### config.mk
export PLATFORM = sky130hd
export DESIGN_NAME = reg_bank_ld_flat
export DESIGN_NICKNAME = d
export VERILOG_FILES = /design/src/rtl/reg_bank_ld_pkg.sv /design/src/rtl/reg_bank_ld_if.sv /design/src/rtl/reg_cell.sv /design/src/rtl/reg_bank_ld.sv /design/src/flat_wrapper.sv
export SDC_FILE = /design/constraint.sdc
export NUM_CORES = 1
export LEC_CHECK = 0
export BUFFER_PORTS_ARGS = -buffer_cell sky130_fd_sc_hd__buf_2
export CORE_UTILIZATION = 52
export CTS_CLUSTER_DIAMETER = 50
export CTS_CLUSTER_SIZE = 30
export DETAILED_ROUTE_END_ITERATION = 10
export PLACE_DENSITY = 0.77
export SYNTH_ARGS = -nofsm -noshare
export SYNTH_HDL_FRONTEND = slang
export SYNTH_HIERARCHICAL = 1
export SYNTH_SLANG_ARGS = --single-unit
### constraint.sdc
create_clock -name clk -period 2.8 [get_ports clk]
set_clock_uncertainty 0.05 [all_clocks]
set_input_delay 0.14 -clock clk [delete_from_list [all_inputs] [get_ports clk]]
set_output_delay 0.14 -clock clk [all_outputs]
set_load 0.05 [all_outputs]
### src/rtl/reg_bank_ld_pkg.sv
// reg_bank_ld_pkg: op encodings shared by the register bank and its cells
package reg_bank_ld_pkg;
  typedef enum logic [1:0] {
    OP_HOLD = 2'b00,
    OP_LOAD = 2'b01,
    OP_SHL  = 2'b10,
    OP_SHR  = 2'b11
  } op_e;
endpackage

### src/rtl/reg_bank_ld_if.sv
// reg_bank_ld_if: write/modify port plus two read ports of the register bank
interface reg_bank_ld_if
  import reg_bank_ld_pkg::*;
#(
  parameter int WIDTH = 8,
  parameter int AW    = 2
);
  logic             clr;
  op_e              op;
  logic [AW-1:0]    waddr;
  logic [WIDTH-1:0] d;
  logic             sin;
  logic [AW-1:0]    raddr_a;
  logic [AW-1:0]    raddr_b;
  logic [WIDTH-1:0] qa;
  logic [WIDTH-1:0] qb;
  logic             sout;
  modport master (output clr, op, waddr, d, sin, raddr_a, raddr_b, input qa, qb, sout);
  modport slave  (input clr, op, waddr, d, sin, raddr_a, raddr_b, output qa, qb, sout);
endinterface

### src/rtl/reg_cell.sv
// reg_cell: one WIDTH-bit load/shift register entry
module reg_cell
  import reg_bank_ld_pkg::*;
#(
  parameter int               WIDTH   = 8,
  parameter logic [WIDTH-1:0] RST_VAL = '0
) (
  input  logic             clk,
  input  logic             rst,
  input  logic             clr,
  input  logic             en,
  input  op_e              op,
  input  logic [WIDTH-1:0] d,
  input  logic             sin,
  output logic [WIDTH-1:0] q,
  output logic             sout
);
  logic [WIDTH-1:0] r_q;
  logic [WIDTH-1:0] w_nxt;
  always_comb begin
    w_nxt = op == OP_LOAD ? d :
            op == OP_SHL  ? {r_q[WIDTH-2:0], sin} :
            op == OP_SHR  ? {sin, r_q[WIDTH-1:1]} : r_q;
    sout  = op == OP_SHL ? r_q[WIDTH-1] : op == OP_SHR ? r_q[0] : 1'b0;
  end
  always_ff @(posedge clk or posedge rst)
    if (rst) r_q <= RST_VAL;
    else if (clr) r_q <= RST_VAL;
    else if (en) r_q <= w_nxt;
  assign q = r_q;
endmodule

### src/rtl/reg_bank_ld.sv
// reg_bank_ld: 2**AW load/shift registers, one modify port, two comb read ports
module reg_bank_ld
  import reg_bank_ld_pkg::*;
#(
  parameter int               WIDTH   = 8,
  parameter int               AW      = 2,
  parameter logic [WIDTH-1:0] RST_VAL = '0,
  parameter bit               BYPASS  = 1'b0
) (
  input logic          clk,
  input logic          rst,
  reg_bank_ld_if.slave bus
);
  localparam int DEPTH = 1 << AW;
  logic [WIDTH-1:0] w_q [DEPTH];
  logic [DEPTH-1:0] w_en;
  logic [DEPTH-1:0] w_sout;
  logic             w_ld;
  for (genvar i = 0; i < DEPTH; i++) begin : g_cell
    assign w_en[i] = bus.waddr == AW'(i);
    reg_cell #(.WIDTH(WIDTH), .RST_VAL(RST_VAL)) u_cell (
      .clk (clk),
      .rst (rst),
      .clr (bus.clr),
      .en  (w_en[i]),
      .op  (bus.op),
      .d   (bus.d),
      .sin (bus.sin),
      .q   (w_q[i]),
      .sout(w_sout[i])
    );
  end
  // bypass only when the LOAD will actually land at the next edge
  assign w_ld     = BYPASS && bus.op == OP_LOAD && !rst && !bus.clr;
  assign bus.qa   = w_ld && bus.raddr_a == bus.waddr ? bus.d : w_q[bus.raddr_a];
  assign bus.qb   = w_ld && bus.raddr_b == bus.waddr ? bus.d : w_q[bus.raddr_b];
  assign bus.sout = w_sout[bus.waddr];
endmodule
### src/flat_wrapper.sv
// flat-port wrapper written by rule: the top's interface ports become plain ports
module reg_bank_ld_flat import reg_bank_ld_pkg::*;
#(
  parameter int               WIDTH   = 8,
  parameter int               AW      = 2,
  parameter logic [WIDTH-1:0] RST_VAL = '0,
  parameter bit               BYPASS  = 1'b0
)
  (clk, rst, bus_clr, bus_op, bus_waddr, bus_d, bus_sin, bus_raddr_a, bus_raddr_b, bus_qa, bus_qb, bus_sout);
  reg_bank_ld_if #(.WIDTH(WIDTH), .AW(AW)) bus_i ();
  input logic clk;
  input logic rst;
  input wire logic [$bits(bus_i.clr)-1:0] bus_clr;
  input wire logic [$bits(bus_i.op)-1:0] bus_op;
  input wire logic [$bits(bus_i.waddr)-1:0] bus_waddr;
  input wire logic [$bits(bus_i.d)-1:0] bus_d;
  input wire logic [$bits(bus_i.sin)-1:0] bus_sin;
  input wire logic [$bits(bus_i.raddr_a)-1:0] bus_raddr_a;
  input wire logic [$bits(bus_i.raddr_b)-1:0] bus_raddr_b;
  output wire logic [$bits(bus_i.qa)-1:0] bus_qa;
  output wire logic [$bits(bus_i.qb)-1:0] bus_qb;
  output wire logic [$bits(bus_i.sout)-1:0] bus_sout;
  assign bus_i.clr = bus_clr;
  assign bus_i.op = bus_op;
  assign bus_i.waddr = bus_waddr;
  assign bus_i.d = bus_d;
  assign bus_i.sin = bus_sin;
  assign bus_i.raddr_a = bus_raddr_a;
  assign bus_i.raddr_b = bus_raddr_b;
  assign bus_qa = bus_i.qa;
  assign bus_qb = bus_i.qb;
  assign bus_sout = bus_i.sout;
  reg_bank_ld #(.WIDTH(WIDTH), .AW(AW), .RST_VAL(RST_VAL), .BYPASS(BYPASS)) u_core (.clk(clk), .rst(rst), .bus(bus_i));
endmodule
==> implementation parameters, run 1 <==
Parameter                              Value

Detailed routing
  1st-pass router iterations    5
  Detailed-route vias per instance    ~6.6
  Iteration-0 DRC count of the detailed router    311
  Average detailed-routed wire length per instance    roughly 21 um
  Sum of routed wire length over all layers    around 6.7 mm
  ANT nets after route    0
  Total via count in the routed design    about 2100
  DRC violations left    0

GRT
  Pin count of the biggest net entering global routing    46
  Vias in the first global route    between 1500 and 2000
  GRT Util Overall    between 20% and 30%
  Global route total overflow    0
  Wire length of the first global-routing pass    approximately 11 mm
  Initial antenna violation count    0

Setup path
  CP Capture Type    output pin
  R2r setup slk    1.56 ns
  Required time reported for the critical path endpoint    between 2 and 3 ns
  Arrival time at the worst endpoint    1.69 ns
  Worst Reg2Reg Path Length in Cells    3
  Reg-to-reg critical path endpoint    u_core/g_cell[2].u_cell/q[3]
  Startpoint class of the critical path    flip-flop
  Worst r2r src    u_core/g_cell[2].u_cell/q[2]
  Critical Path Sink    bus_sout
  Maximum net fanout on the critical path    5
  Launch point of the critical path    u_core/g_cell[0].u_cell/q[7]
  Classification of the worst setup path    flip-flop to output pin

Power
  Total power density per cell area    between 400 and 500 mW/mm2
  Standby leakage power    approximately 1.3 nW
  Sw Pwr    around 0.00037 W
  Maximum VDD drop    between 0.0003 and 0.0004 V
  Clock power share    roughly a third
  Power share of the combinational group    between 20% and 30%
  Proportion of power drawn by flip-flops and latches    roughly 44%
  Total power draw    approximately 0.0012 W
  Internal power component    just under 0.0008 W
  Switching fraction of total power    32.1%

Synthesis
  EDFF count, synth    0
  Cells after synthesis    around 230
  Average cell area after synthesis    11.5 um2
  Part of the Yosys area used for sequential elements    a little under a third
  Most frequently used flop master after synthesis    dfrtp_1
  Synthesized Nets    about 250
  Synthesis-stage register bit count    32
  Synth cell types    26
  Fraction of registers with async set/reset    100%
  Synthesis Warnings    6
  Total standard cell area after synthesis    roughly 0.0026 mm2

Cells and area
  Fill count    roughly 420
  Net count of the finished layout    about 280
  Non-filler cells in the finished layout    between 300 and 400
  Layout-stage area growth over the synthesis result    8.29%
  Share of cells above drive strength 1    a little under a third
  Highest-count cells in the layout ignoring fill and taps    36 x buf_2, 36 x mux2i_1, 33 x nor2_1, 32 x dfrtp_1, 20 x a221o_1
  Largest register FFs    32
  Number of antenna diodes    0

Timing
  Final Max Tran Viols    0
  Unrepaired setup endpoints after global routing    false
  Highest attainable clock frequency    532 MHz
  Setup TNS after final layout    0 ns
  Worst max-slew margin expressed relative to the limit    between 30 and 40%
  Final Hold Violating Endpoints    0
  Number of endpoints failing setup at the final stage    0
  Min Tclk post-route    around 1.9 ns
  Hold_ws    0.226 ns
  Measured slew at the worst slew-check pin    just over 0.9 ns
  Setup slack of the critical path after layout    just over 0.9 ns
  Final critical-path share of the clock period    between 60% and 70%

Min path
  Hold Crit Start    bus_d[5]
  Class of the most critical hold timing path    input pin to flip-flop

Clocking
  TritonCTS Buffers    5
  Clock sinks    32
  CTS H-Tree Depth    2
  Max Buffers Root-to-Sink    2
  Post-CTS Repair Setup Buffers    0
  Number of buffers inserted by hold repair at cts    1
  Insertion delay to the later sink of the worst-skew pair    between 0.2 and 0.3 ns
  Resize count post-CTS    0
  Cell at the root of the clock tree    clkbuf_8
  TritonCTS clock tree    built
  Worst-path clk slew    roughly 0.06 ns

Place
  DP Wirelength    a little under 5 mm
  Buffers added on ports    36
  Minimum setup slack after placement    roughly 1 ns
  Gpl congestion    approximately 0.86
  Cell count after placement    about 310

Outcome
  Outcome    finished, final reports clean

Die
  Io pins    37
  Chip width    about 72 um
  Row cnt    25
  Area of the die    0.00525 mm2
  Die Y-Extent    72.4 um
  Initial core utilization    between 50% and 60%
  Core outline area    ~0.0048 mm2

Run
  Maximum Capacitance Violations    0
## layout make-up
type	instances	area, um2	area share, %
Clock buffer	8	90.1	3.22
Inverter	12	45.0	1.61
Multi-Input combinational cell	165	1560	55.7
Sequential cell	32	801	28.7
Tap cell	67	83.8	3.00
Timing Repair Buffer	39	218	7.79
## power by group through the flow
| stage | Sequential, W | Combinational, W | Clock [W] |
|---|---|---|---|
| after global placement | 0.000515 | 0.000265 | 0 |
| after floorplan | 0.000504 | 0.000222 | 0 |
| after detailed placement | 0.000516 | 0.000269 | 0 |
| final | 0.000509 | 0.000273 | 0.000374 |
| after global routing | 0.000511 | 0.000292 | 0.000399 |
| after CTS | 0.000507 | 0.000271 | 0.000382 |
## layer usage
| metal | GRT usage [%] | wire, um |
|---|---|---|
| met1 | 42.4 | 3070 |
| met2 | 40.4 | 2990 |
| met3 | 5.14 | 554 |
| met4 | 6.54 | 73 |
| met5 | 0 | 0 |
## synthesized netlist by cell type, types with 6 or more instances
library cell / n / area (um2)
mux2i_1: 36 / 360
inv_1: 8 / 30.0
a221o_1: 20 / 200
buf_6: 6 / 67.6
mux4_2: 17 / 383
nor2b_1: 6 / 37.5
nor2_1: 33 / 124
dfrtp_1: 32 / 801
## worst max-delay path, stage by stage, from the launching register on
cell     delay (ns)
dfrtp_1        0.46
mux2i_1        0.20
nor2b_1        0.09
mux4_2         0.44
buf_2          0.22
## stage by stage
stage,utilization (%),area (um2)
final,58.8,2790
after global routing,58.8,2790
after CTS,58.8,2790
after detailed placement,56.7,2690
after global placement,56.7,2690
after floorplan,-,2580
## worst min-delay path by stage
| stage | cells after the start | slack (ns) | to |
|---|---|---|---|
| 5_1_grt | 4 | 0.25 | u_core/g_cell[2].u_cell/q[7] |
| 6_report | 4 | 0.23 | u_core/g_cell[3].u_cell/q[5] |
| 3_3_place_gp | 2 | 0.1 | u_core/g_cell[1].u_cell/q[2] |
| 2_1_floorplan | 1 | -0.09 | u_core/g_cell[0].u_cell/q[0] |
| 4_1_cts | 4 | 0.22 | u_core/g_cell[3].u_cell/q[4] |
| 3_5_place_dp | 2 | 0.10 | u_core/g_cell[0].u_cell/q[0] |
## cells by family after synthesis
family | count (synthesis) | synth area share (%)
flip-flops | 32 | 31.0
buffers and inverters | 28 | 8.63
multiplexers | 53 | 28.8
AND/OR/NAND/NOR | 64 | 15.6
AO/OA/AOI/OAI | 48 | 15.9
Note: power is estimated with default switching activity, not from simulation.
==> run 2: changes to the inputs <==
Settings changed: ABC_AREA from default to 1, PLACE_DENSITY 0.77 to 0.75.
Clock period 2.8 ns to 1.75 ns, I/O delays scaled along.
==> implementation parameters, run 2 <==
Parameter                              Value

GRT
  Global route total overflow    0 (unchanged)
  Vias in the first global route    2890 (+47%)
  GRT Util Overall    29.6% (+2.0 points)
  Pin count of the biggest net entering global routing    18 (-61%)
  Initial antenna violation count    0 (unchanged)
  Wire length of the first global-routing pass    14.3 mm (+32%)

Cells and area
  Largest register FFs    32 (unchanged)
  Share of cells above drive strength 1    18.9% (-11 points)
  Net count of the finished layout    569 (+110%)
  Highest-count cells in the layout ignoring fill and taps    181 x nand2_1, 120 x nand3_1, 67 x nor2_1, 39 x inv_1, 36 x buf_2
  Non-filler cells in the finished layout    622 (+93%)
  Layout-stage area growth over the synthesis result    6.47%
  Final non-filler cell area    0.00333 mm2 (+19%)
  Number of antenna diodes    0 (unchanged)
  Post-Route Utilization    59.1% (+0.32 points)
  Most frequent standard cell in the layout excluding fill and tap cells    nand2_1

Die
  Row cnt    27 (+8.0%)
  Chip width    79.6 um (+9.9%)
  Initial core utilization    55.5% (+1.2 points)
  Io pins    37 (unchanged)
  Core outline area    0.00564 mm2 (+19%)
  Area of the die    0.00633 mm2 (+21%)
  Die Y-Extent    79.6 um (+9.9%)

Setup path
  Launch point of the critical path    u_core/g_cell[3].u_cell/q[7]
  Worst r2r src    u_core/g_cell[2].u_cell/q[3]
  Maximum net fanout on the critical path    4 (-1)
  Arrival time at the worst endpoint    1.40 ns (-0.29 ns)
  CP Capture Type    output pin
  Classification of the worst setup path    flip-flop to output pin
  R2r setup slk    0.82 ns (-0.74 ns)
  Required time reported for the critical path endpoint    1.61 ns (-1.00 ns)
  Startpoint class of the critical path    flip-flop

Timing
  Measured slew at the worst slew-check pin    0.350 ns (-0.583 ns)
  Min Tclk post-route    approximately 1.5 ns
  Highest attainable clock frequency    649 MHz
  Unrepaired setup endpoints after global routing    false
  Final Hold Violating Endpoints    0 (unchanged)
  Final critical-path share of the clock period    between 80% and 90%
  Final Max Tran Viols    0 (unchanged)
  Number of endpoints failing setup at the final stage    0 (unchanged)
  Worst max-slew margin expressed relative to the limit    76.6% (+39 points)
  Setup TNS after final layout    0 ns (unchanged)

Synthesis
  Part of the Yosys area used for sequential elements    25.6% (-5.5 points)
  Most frequent cell after synthesis    nand2_1
  Fraction of registers with async set/reset    100% (unchanged)
  Total standard cell area after synthesis    0.00313 mm2 (+21%)
  List of most frequent post-synthesis cells    181 x nand2_1, 120 x nand3_1, 67 x nor2_1
  Share of the synthesized area in the top cell type    25.6% (-5.5 points)
  Biggest area consumer among synthesized cells    dfrtp_1
  EDFF count, synth    0 (unchanged)
  Synth cell types    18 (-31%)
  Cells after synthesis    520 (+130%)
  Synthesized Nets    540 (+120%)
  Synthesis Warnings    6 (unchanged)
  Cells taking the most area after synthesis    dfrtp_1 26%, nand2_1 22%, nand3_1 19%
  Most frequently used flop master after synthesis    dfrtp_1
  Average cell area after synthesis    6.02 um2 (-47%)
  Synthesis-stage register bit count    32 (unchanged)

Place
  Cell count after placement    613 (+95%)
  Cell area reported after detailed placement    0.00323 mm2 (+20%)
  DP Wirelength    6.55 mm (+34%)
  Gpl congestion    0.924 (+7.4%)
  Buffers added on ports    36 (unchanged)

Min path
  Hold Crit Start    bus_d[7]
  Class of the most critical hold timing path    input pin to flip-flop

Clocking
  CTS H-Tree Depth    2 (unchanged)
  Max Buffers Root-to-Sink    2 (unchanged)
  Worst-path clk slew    0.07 ns (about the same)
  TritonCTS clock tree    built
  Resize count post-CTS    0 (unchanged)
  Cell at the root of the clock tree    clkbuf_8
  Number of buffers inserted by hold repair at cts    1 (unchanged)
  TritonCTS Buffers    5 (unchanged)
  Clock sinks    32 (unchanged)
  Post-CTS Repair Setup Buffers    0 (unchanged)
  Insertion delay to the later sink of the worst-skew pair    0.28 ns (about the same)

Power
  Standby leakage power    1.94 nW (+50%)
  Total power density per cell area    607 mW/mm2 (+47%)
  Maximum VDD drop    0.000414 V (+28%)

Detailed routing
  Total via count in the routed design    3524 (+65%)
  Detailed-route vias per instance    5.67 (-15%)
  Average detailed-routed wire length per instance    14.7 um (-29%)
  ANT nets after route    0 (unchanged)
  Iteration-0 DRC count of the detailed router    414 (+33%)
  DRC violations left    0 (unchanged)
  1st-pass router iterations    5 (unchanged)
  Sum of routed wire length over all layers    9.12 mm (+36%)

Run
  Maximum Capacitance Violations    0 (unchanged)

Outcome
  Outcome    finished, final reports clean
[run 2: cell types whose count changed after synthesis, moves of 9 or more]
cell,previous run,this run
inv_1,8,39
nor2_1,33,67
inv_2,4,13
nand2_1,0,181
nand2_2,0,16
nand3_1,0,120
a221o_1,20,0
mux4_2,17,0
mux2i_1,36,0
[run 2: layer usage]
metal / track usage [%] / vias up / share of wire, %
met5: 0 / - / 0
li1: - / 1688 / -
met1: 43.3 / 1627 / 44
met2: 45.5 / 199 / 46
met4: 6.91 / 0 / 0.99
met3: 4.34 / 10 / 9.2
[run 2: where the power goes]
part | switching (W) | leakage (nW) | internal (W)
registers | 0.0000318 | 0.442 | 0.000763
clock network | 0.000279 | 0.0455 | 0.000321
logic | 0.000464 | 1.46 | 0.000163
total | 0.000775 | 1.94 | 0.00125
[run 2: path summary, 6_finish.rpt]
path / end / cells past startpoint
setup / recovery: bus_sout / 7
hold / removal: u_core/g_cell[2].u_cell/q[7] / 5
setup reg to reg: u_core/g_cell[2].u_cell/q[4] / 4
hold reg to reg: u_core/g_cell[1].u_cell/q[2] / 2
max in group asynchronous: u_core/g_cell[1].u_cell/q[2] / 3
min in group asynchronous: u_core/g_cell[2].u_cell/q[7] / 3
[run 2: layout make-up]
type	instances	area [um2]
tap	72	90.1
multi-input combinational	413	1910
timing repair buffer	42	228
clock buffer	8	90.1
sequential	32	801
fill	578	2310
inverter	55	216
[run 2: cell families after synthesis]
logic type | count (synthesis) | synth area share (%)
DFF | 32 | 25.6
and+or+nand+nor | 409 | 60.3
AOI/OAI and AO/OA | 4 | 0.640
buffers and inverters | 75 | 13.5
[run 2: through the flow]
stage          hold WS [ns]  power, W  setup slack [ns]
2_1_floorplan        -0.147   0.00129             0.611
3_3_place_gp         0.0526   0.00142             0.418
3_5_place_dp         0.0507   0.00142             0.364
4_1_cts               0.175   0.00203             0.222
5_1_grt               0.194   0.00212             0.120
6_report              0.185   0.00202             0.210
[run 2: critical path, stage by stage, from the launching register on]
cell,delay (ns)
dfrtp_1,0.41
o21ai_0,0.10
nor2_1,0.11
nand2_1,0.06
nand2_1,0.06
nand2_1,0.05
nand2_1,0.06
buf_2,0.26
